==> src/rtl/pio_ram_bridge.sv <==
// pio_ram_bridge: single-port synchronous RAM behind a valid/ready command port.
// It supports read, write and block fill. A background scanner periodically reads
// successive addresses and shows the address and data on the LEDs and 7-segment digits.
module pio_ram_bridge #(
  parameter int unsigned DATA_W   = 8,
  parameter int unsigned ADDR_W   = 6,
  parameter int unsigned SCAN_DIV = 50_000_000
) (
  input  logic              clk,
  input  logic              reset,
  input  logic              cmd_valid,
  output logic              cmd_ready,
  input  logic [1:0]        cmd_op,
  input  logic [ADDR_W-1:0] cmd_addr,
  input  logic [DATA_W-1:0] cmd_wdata,
  output logic              rsp_valid,
  output logic [DATA_W-1:0] rsp_rdata,
  input  logic              scan_en,
  output logic [9:0]        leds,
  output logic [31:0]       hex0,
  output logic [15:0]       hex1
);

  localparam int unsigned Depth = 2 ** ADDR_W;
  localparam int unsigned DivW  = $clog2(SCAN_DIV);

  typedef enum logic [2:0] {StIdle, StRdWait, StRdResp, StFill, StScanWait} state_e;

  // DE1 active-low segment patterns; bit 7 (decimal point) stays off.
  function automatic logic [7:0] seg7(input logic [3:0] n);
    seg7 = 8'hFF;
    case (n)
      4'h0: seg7 = 8'hC0;
      4'h1: seg7 = 8'hF9;
      4'h2: seg7 = 8'hA4;
      4'h3: seg7 = 8'hB0;
      4'h4: seg7 = 8'h99;
      4'h5: seg7 = 8'h92;
      4'h6: seg7 = 8'h82;
      4'h7: seg7 = 8'hF8;
      4'h8: seg7 = 8'h80;
      4'h9: seg7 = 8'h90;
      4'hA: seg7 = 8'h88;
      4'hB: seg7 = 8'h83;
      4'hC: seg7 = 8'hC6;
      4'hD: seg7 = 8'hA1;
      4'hE: seg7 = 8'h86;
      4'hF: seg7 = 8'h8E;
    endcase
  endfunction

  state_e            r_state, w_state_d;
  logic              r_started;
  logic [ADDR_W-1:0] r_fill_cnt;
  logic [DATA_W-1:0] r_wdata;
  logic              r_rsp_valid;
  logic [DATA_W-1:0] r_rsp_rdata;
  logic [DATA_W-1:0] r_mem [Depth];
  logic [DATA_W-1:0] r_ram_q;
  logic [DivW-1:0]   r_div;
  logic [ADDR_W-1:0] r_scan_addr;
  logic [ADDR_W-1:0] r_scan_rd_addr;
  logic              r_scan_pend;
  logic              r_disp_valid;
  logic [DATA_W-1:0] r_disp_data;
  logic [ADDR_W-1:0] r_disp_addr;

  logic              w_idle;
  logic              w_scan_issue;
  logic              w_hs;
  logic              w_tc;
  logic              w_fill_last;
  logic              w_we;
  logic [ADDR_W-1:0] w_waddr;
  logic [DATA_W-1:0] w_wdat;
  logic [ADDR_W-1:0] w_rd_addr;
  logic [15:0]       w_disp16;
  logic [7:0]        w_disp8;

  // r_started keeps the port closed until the first edge after reset release.
  assign w_idle       = (r_state == StIdle) && r_started;
  // A pending scan only wins an idle cycle when no command is offered.
  assign w_scan_issue = w_idle && r_scan_pend && !cmd_valid;
  assign cmd_ready    = w_idle && !w_scan_issue;
  assign w_hs         = cmd_valid && cmd_ready;
  assign w_tc         = scan_en && (r_div == DivW'(SCAN_DIV - 1));
  assign w_fill_last  = (r_fill_cnt == {ADDR_W{1'b1}});
  assign w_rd_addr    = w_scan_issue ? r_scan_addr : cmd_addr;

  assign rsp_valid = r_rsp_valid;
  assign rsp_rdata = r_rsp_rdata;

  assign w_disp16 = 16'(r_disp_data);
  assign w_disp8  = 8'(r_disp_addr);
  assign leds     = r_started ? {r_state != StIdle, scan_en, w_disp16[7:0]} : 10'h000;
  assign hex0     = r_disp_valid ? {seg7(w_disp16[15:12]), seg7(w_disp16[11:8]),
                                    seg7(w_disp16[7:4]), seg7(w_disp16[3:0])} : 32'hFFFF_FFFF;
  assign hex1     = r_disp_valid ? {seg7(w_disp8[7:4]), seg7(w_disp8[3:0])} : 16'hFFFF;

  // Next-state and RAM write-port selection.
  always_comb begin
    w_state_d = r_state;
    w_we      = 1'b0;
    w_waddr   = cmd_addr;
    w_wdat    = cmd_wdata;
    case (r_state)
      StIdle: begin
        if (w_hs) begin
          case (cmd_op)
            2'b00:   w_state_d = StRdWait;
            2'b01:   w_we = 1'b1;
            2'b10:   w_state_d = StFill;
            default: w_state_d = StIdle;
          endcase
        end else if (w_scan_issue) begin
          w_state_d = StScanWait;
        end
      end
      StRdWait:   w_state_d = StRdResp;
      StRdResp:   w_state_d = StIdle;
      StFill: begin
        w_we    = 1'b1;
        w_waddr = r_fill_cnt;
        w_wdat  = r_wdata;
        if (w_fill_last) w_state_d = StIdle;
      end
      StScanWait: w_state_d = StIdle;
      default:    w_state_d = StIdle;
    endcase
  end

  // Control state, responses and display registers.
  always_ff @(posedge clk or posedge reset) begin
    if (reset) begin
      r_state        <= StIdle;
      r_started      <= 1'b0;
      r_fill_cnt     <= '0;
      r_wdata        <= '0;
      r_rsp_valid    <= 1'b0;
      r_rsp_rdata    <= '0;
      r_scan_rd_addr <= '0;
      r_disp_valid   <= 1'b0;
      r_disp_data    <= '0;
      r_disp_addr    <= '0;
    end else begin
      r_state     <= w_state_d;
      r_started   <= 1'b1;
      r_rsp_valid <= 1'b0;
      if (w_hs) begin
        r_wdata <= cmd_wdata;
        if (cmd_op == 2'b01) begin
          r_rsp_valid <= 1'b1;
          r_rsp_rdata <= cmd_wdata;
        end
        if (cmd_op == 2'b11) r_rsp_valid <= 1'b1;
        if (cmd_op == 2'b10) r_fill_cnt <= '0;
      end
      if (r_state == StRdWait) begin
        r_rsp_valid <= 1'b1;
        r_rsp_rdata <= r_ram_q;
      end
      if (r_state == StFill) begin
        r_fill_cnt <= r_fill_cnt + ADDR_W'(1);
        if (w_fill_last) begin
          r_rsp_valid <= 1'b1;
          r_rsp_rdata <= r_wdata;
        end
      end
      if (w_scan_issue) r_scan_rd_addr <= r_scan_addr;
      if (r_state == StScanWait) begin
        r_disp_valid <= 1'b1;
        r_disp_data  <= r_ram_q;
        r_disp_addr  <= r_scan_rd_addr;
      end
    end
  end

  // Scan divider, scan address and the single pending-read flag.
  always_ff @(posedge clk or posedge reset) begin
    if (reset) begin
      r_div       <= '0;
      r_scan_addr <= '0;
      r_scan_pend <= 1'b0;
    end else begin
      if (!scan_en || w_tc) r_div <= '0;
      else                  r_div <= r_div + DivW'(1);
      if (w_tc) begin
        r_scan_addr <= r_scan_addr + ADDR_W'(1);
        r_scan_pend <= 1'b1;
      end else if (w_scan_issue) begin
        r_scan_pend <= 1'b0;
      end
    end
  end

  // RAM array: contents are not reset; read data is registered.
  always_ff @(posedge clk) begin
    if (w_we) r_mem[w_waddr] <= w_wdat;
    r_ram_q <= r_mem[w_rd_addr];
  end

endmodule

==> config.mk <==
export PLATFORM = sky130hd
export DESIGN_NAME = pio_ram_bridge
export DESIGN_NICKNAME = d
export VERILOG_FILES = /design/src/rtl/pio_ram_bridge.sv
export SDC_FILE = /design/constraint.sdc
export NUM_CORES = 1
export LEC_CHECK = 0
export BUFFER_PORTS_ARGS = -buffer_cell sky130_fd_sc_hd__buf_2
export CORE_MARGIN = 5
export CORE_UTILIZATION = 40
export DETAILED_ROUTE_END_ITERATION = 7
export PLACE_DENSITY = 0.58
export SYNTH_ARGS = -nofsm -noshare
export SYNTH_HDL_FRONTEND = slang
export SYNTH_SLANG_ARGS = --single-unit
export TNS_END_PERCENT = 5
==> constraint.sdc <==
create_clock -name clk -period 3 [get_ports clk]
set_input_delay 0.6 -clock clk [delete_from_list [all_inputs] [get_ports clk]]
set_output_delay 0.6 -clock clk [all_outputs]
set_load 0.02 [all_outputs]
==> reports/results.ini, run 1 <==
[floorplanning]
num_rows = 93
die_x_um = 266
dieArea_mm2 = 0.0706
core_mm2 = 0.0646
die_height_um = 266
initial_utilization_pct = 40.5
ioPinCount = 88

[placement]
port_buffers = 79
pre_cts_ws_ns = -0.539
gp_congestion = 0.900
hpwl_um = 48700

[timing]
slew_headroom_pct = 48.3
timing.final.max_slew_violations = 0
tightest_slew_ns = 0.775
setup_viol = 0
fin_skew_ns = 0.0221
fin_crit_ns = 2.97
layout_setup_ws_ns = 0.0269
post-route-period-util_pct = 99.1
rsz0062_at_grt = true
hold_viol_final = 0
max_freq_ghz = 0.336

[global_routing]
grt_pass1_vias = 18000
antenna_found_initial = 3
grt_most_used_layer = met2
grt_pass1_wl_um = 113000
use_met1_pct = 29.5
track_usage_pct = 20.9
grt_util_met3_pct = 4.28
met2_usage_pct = 32.5
overflow = 0
grt_max_degree = 65

[clocking]
ctsHtreeMaxLevel = 3
clk_pin_slew_ns = 0.05
cts.path.max_buffers = 3
cts_tree = built
clk_latency_ns = 0.61
cts.sinks = 601
cts_root_buf = clkbuf_16
cts_made_buffers = 66

[logic_synthesis]
synthCells = 2132
ys_top_cells_by_count = 512 x edfxtp_1, 289 x nand2_1, 231 x nand3_1, 165 x o21ai_0, 122 x nor2_1
synth_fa_ha_area_share_pct = 1.00
yosys_register_bits = 601
syn_area_mm2 = 0.0261
synthTopCellsByArea = edfxtp_1 59%, dfrtp_1 7.8%, nand3_1 4.4%
yosysSeqAreaShare_pct = 67.2
synth_compound_area_share_pct = 10.9
synth_ff_type = edfxtp_1
synth_top_family_by_area = simple AND/OR/NAND/NOR gates
syn_area_per_cell_um2 = 12.3
yosysTopAreaCell = edfxtp_1
synth.distinct_cells = 74
synth.most_common_cell = edfxtp_1
yosys.area_share.simple_pct = 14.4
synth_mux_area_share_pct = 2.04
ys_warn_count = 0
synth_xor_area_share_pct = 1.04
async_flop_share_pct = 13.5
synth-edff-count = 512
synth_top_area_share_pct = 58.8

[setup_path]
end_kind = flip-flop
cp-start-kind = flip-flop
arrival_ns = 3.52
criticalPathCategory = reg -> reg
startpoint = r_state[2]
critPathRequiredTime_ns = 3.54
ff2ff_path_depth = 11
setup.reg_to_reg.worst_slack_ns = 0.03
r2r_start = r_state[2]
reg2reg_to = r_ram_q[3]
crit_path_max_fanout = 27

[flow_run]
drv_cap = 0

[cells_and_area]
seq_area_mm2 = 0.0176
drive_above_1_share_pct = 19.5
fill_cells = 5675
syn2layout_area_growth_pct = 19.1
multiInputGateArea_mm2 = 0.00796
utilization_pct = 48.2
nNetsFinal = 2371

[pwr]
vdd_drop_max_mv = 0.298
p_leak_uw = 0.0112
power_uw = 18800
pwr_density_cell_mw_per_mm2 = 604

[route]
wl_per_cell_um = 23.3
via_count = 18700
drt_iter0_drc = 2098
dr.pass1.iters = 6
wl_um = 75400
ant_nets = 0
drt-vias-per-instance = 5.77
drcViolationCount = 0

[outcome]
status = complete, no violations

[worst_hold_path]
hold_path_class = in -> async

[registers in the layout, summed over array words and instances (netlist names), 3 cells and up]
signal / cells
r_disp_addr: 6
r_disp_data: 8
r_div: 26
r_fill_cnt: 6
r_mem: 512
r_ram_q: 8
r_scan_addr: 6
r_scan_rd_addr: 6
r_state: 3
r_wdata: 8
rsp_rdata: 8
[cell families after synthesis]
group | Yosys count
flip-flops | 601
AND/OR/NAND/NOR | 791
adder cells (fa/ha/maj) | 21
AO/OA/AOI/OAI | 440
multiplexers | 50
other | 1
XOR/XNOR | 31
buffers and inverters | 197
[routing by layer]
| metal | wire [µm] | share of wire [%] |
|---|---|---|
| met5 | 11 | 0.015 |
| met2 | 34200 | 45 |
| met1 | 32200 | 43 |
| met3 | 6550 | 8.7 |
| met4 | 2450 | 3.3 |
[repair_timing]
item	CTS	global route
hold endpoints to repair	0	0
gates resized for setup	13	21
buffers inserted	3	0
pin swaps	2	3
endpoints found under the setup margin	8	19
hold buffers	0	0
[critical path: stages (launching register included)]
cell and delay (ns):
dfrtp_1 0.41, or4b_4 0.63, o21ai_4 0.29, buf_6 0.16
buf_16 0.19, buf_12 0.18, nand3_1 0.09, a31oi_1 0.19
and4_1 0.28, a221oi_1 0.07, buf_4 0.16, and4bb_1 0.25
[layout by cell type, fill, tap and decap left out, types with 10 or more instances in the layout]
master / n
inv_1: 30
a21o_1: 13
nor2b_1: 10
clkbuf_16: 67
nand4_1: 13
clkinv_1: 12
buf_4: 183
buf_12: 23
nand2_1: 280
a21oi_1: 37
and2_1: 15
a211oi_1: 20
o31ai_1: 11
mux2_2: 15
a31o_2: 10
mux2i_1: 33
buf_2: 79
a32o_1: 17
nand3_1: 231
and3_1: 35
clkinv_2: 10
edfxtp_1: 512
o21ai_0: 164
a221oi_1: 10
ha_1: 21
xor2_1: 22
a31oi_1: 79
a22oi_1: 13
dfrtp_1: 78
nor2_1: 122
clkbuf_1: 15
[power breakdown]
part,leakage (µW),switching [µW],internal (µW)
combinational,0.00443,932,488
clock,0.00105,3300,4730
sequential,0.00575,133,9220
total,0.0112,4370,14400
[cell type report]
type	count	share of cell area [%]
antenna	2	0.0161
inverter	32	0.398
sequential	601	56.4
tap	855	3.44
multi-input combinational	1342	25.6
clock buffer	85	5.70
clock inverter	37	1.17
timing repair buffer	287	7.29
[per-stage QoR]
step / TNS [ns] / instances / hold slack (ns) / instance area (µm²)
global placement: -1.91 / 3114 / 0.468 / 28800
global route: -0.131 / 3239 / 0.170 / 31100
finish: 0 / 3241 / 0.110 / 31100
CTS: -0.0307 / 3239 / 0.115 / 31000
detailed placement: -1.97 / 3114 / 0.473 / 28800
floorplan: 0 / 2140 / 0.434 / 26200
[worst max path at each step]
| stage | cells past startpoint | end | slack, ns |
|---|---|---|---|
| after floorplan | 8 | r_mem[11][0] | 0.19 |
| after global placement | 13 | r_ram_q[3] | -0.51 |
| after detailed placement | 13 | r_ram_q[3] | -0.54 |
| after CTS | 12 | r_ram_q[3] | -0.03 |
| after global routing | 11 | r_ram_q[2] | -0.06 |
| final | 11 | r_ram_q[3] | 0.03 |
Power figures use the tool's default switching activity.
==> run 2: changes to the inputs <==
--- a/config.mk
+++ b/config.mk
@@ -5,7 +5,7 @@
 export SDC_FILE = /design/constraint.sdc
 export NUM_CORES = 1
 export LEC_CHECK = 0
-export BUFFER_PORTS_ARGS = -buffer_cell sky130_fd_sc_hd__buf_2
+export BUFFER_PORTS_ARGS = -buffer_cell sky130_fd_sc_hd__clkbuf_2
 export CORE_MARGIN = 5
 export CORE_UTILIZATION = 40
 export DETAILED_ROUTE_END_ITERATION = 7
==> run 2 against run 1 <==
  * Global-route usage hardly changed
  * Core utilization increased by 0.085 points
  * Clock skew is 0.0029 ns lower
  * Combinational power about the same
  * Clock-buffer cell count rose by 7
  * Total power shrank 0.49%
  * Highest routed layer unchanged
  * Setup slack got worse by 0.015 ns
  * First-iteration DRC count up 2.9%
  * Maximum frequency shrank 0.49%
  * Via count down 0.92%
  * Critical path depth is the same
  * Sequential cell count did not move
==> reports/results.ini, run 2 (synthesis gave the netlist of run 1 again) <==
[placement]
gp_congestion = 0.948
port_buffers = 79
hpwl_um = 49300

[setup_path]
cp_top_family = simple AND/OR/NAND/NOR gates
crit_path_max_fanout = 72
cp_slowest_cell = dfrtp_1
end_kind = flip-flop
path_common_cell = buf_4
worst-path-buf-inv = 4
crit_cells = 11
startpoint = r_state[0]
cp_slowest_stage_delay_ns = 0.39
critPathRequiredTime_ns = 3.50
criticalPathCategory = reg -> reg
r2r_start = r_state[0]
arrival_ns = 3.48
cp-start-kind = flip-flop
cp_cell_sequence = buf_4 > nor4b_4 > buf_4 > buf_4 > nand2_4 > buf_12 > and3_1 > a211oi_2 > and4b_1 > a221oi_4 > and4bb_1
ff2ff_path_depth = 11

[timing]
timing.final.max_slew_violations = 0
hold_viol_final = 0
fin_skew_ns = 0.0191
tightest_slew_ns = 0.720
setup_viol = 0
fin_crit_ns = 2.99
max_freq_ghz = 0.335
post-route-period-util_pct = 99.6
rsz0062_at_grt = true
slew_headroom_pct = 51.7
whs_ns = 0.0151

[route]
dr.pass1.iters = 5
wl_um = 76000
drt_iter0_drc = 2159
ant_nets = 0
drt-vias-per-instance = 5.72
drcViolationCount = 0
wl_per_cell_um = 23.5
via_count = 18500

[worst_hold_path]
hold_path_class = in -> async

[pwr]
internal_power_uw = 14400
p_leak_uw = 0.0113
pwr-share-seq_pct = 50.0
clkPwrFrac_pct = 42.2
switchingPower_uw = 4350
p_comb_share_pct = 7.8
p_sw_share_pct = 23.2
pwr_density_cell_mw_per_mm2 = 600
vdd_drop_max_mv = 0.336

[cells_and_area]
drive_above_1_share_pct = 19.1
utilization_pct = 48.3
top_register = r_mem
top_regs = r_mem x512, r_div x26
layout_commonest_cell = edfxtp_1
largest_reg_flops = 512
nNetsFinal = 2372
most-common-layout-cells = 512 x edfxtp_1, 280 x nand2_1, 231 x nand3_1
syn2layout_area_growth_pct = 19.3

[clocking]
cts_root_buf = clkbuf_16
cts_tree = built
cts.sinks = 601
ctsHoldBuffers = 0
cts.path.max_buffers = 3
cts_made_buffers = 66
ctsHtreeMaxLevel = 3
clk_latency_ns = 0.61
clk_pin_slew_ns = 0.06

[global_routing]
antenna_found_initial = 4
overflow = 0
grt_pass1_vias = 17700
track_usage_pct = 20.9
grt_pass1_wl_um = 114000
grt_max_degree = 73

[floorplanning]
dieArea_mm2 = 0.0706
core_mm2 = 0.0646
die_x_um = 266
die_height_um = 266
initial_utilization_pct = 40.5
num_rows = 93
ioPinCount = 88

[flow_run]
drv_cap = 0

[outcome]
status = complete, no violations

run 2: metrics by stage:
step / cells / cell area (µm²) / power (µW) / setup WS, ns / TNS [ns]
finish: 3239 / 31200 / 18700 / 0.0122 / 0
global route: 3238 / 31200 / 19300 / -0.0411 / -0.180
CTS: 3233 / 31000 / 18800 / -0.0607 / -0.148
detailed placement: 3113 / 28800 / 10900 / -0.214 / -0.789
global placement: 3113 / 28800 / 10900 / -0.135 / -0.453
floorplan: 2140 / 26200 / 10200 / 0.193 / 0
run 2: worst paths after layout:
path | end | slack [ns]
worst max-delay path | r_ram_q[4] | 0.01
worst min-delay path | r_scan_addr[2] | 0.02
worst max register to register | r_ram_q[4] | 0.01
worst min register to register | r_scan_rd_addr[2] | 0.47
max in group asynchronous | r_disp_data[1] | 2.23
min in group clk | r_state[0] | 0.27
run 2: layout make-up:
cell class | count | area, µm²
repair buffers | 288 | 2390
flip-flops and latches | 601 | 17600
inverters | 32 | 124
fillers | 5631 | 33400
clock buffers | 92 | 1830
well taps | 855 | 1070
clock inverters | 28 | 272
diodes | 1 | 2.50
multi-input cells | 1342 | 7930
run 2: timing repair:
item | CTS | global route
pin swaps | 1 | 1
cloned | 0 | 1
setup buffers | 0 | 4
setup endpoints to repair | 7 | 30
resized for setup | 7 | 19
run 2: power groups by stage:
| stage | Combinational (µW) | Sequential (µW) | Clock, µW |
|---|---|---|---|
| finish | 1450 | 9360 | 7900 |
| CTS | 1410 | 9350 | 8040 |
| detailed placement | 1400 | 9520 | 0 |
| floorplan | 721 | 9520 | 0 |
| global route | 1560 | 9370 | 8420 |
| global placement | 1390 | 9520 | 0 |
run 2: metal layers:
metal / wire, µm / up-vias / global-route usage (%)
met5: 18 / - / 0
met3: 6270 / 108 / 4.75
met2: 35300 / 836 / 33.1
met1: 32800 / 9214 / 29.7
met4: 1640 / 4 / 5.13
li1: - / 8374 / -
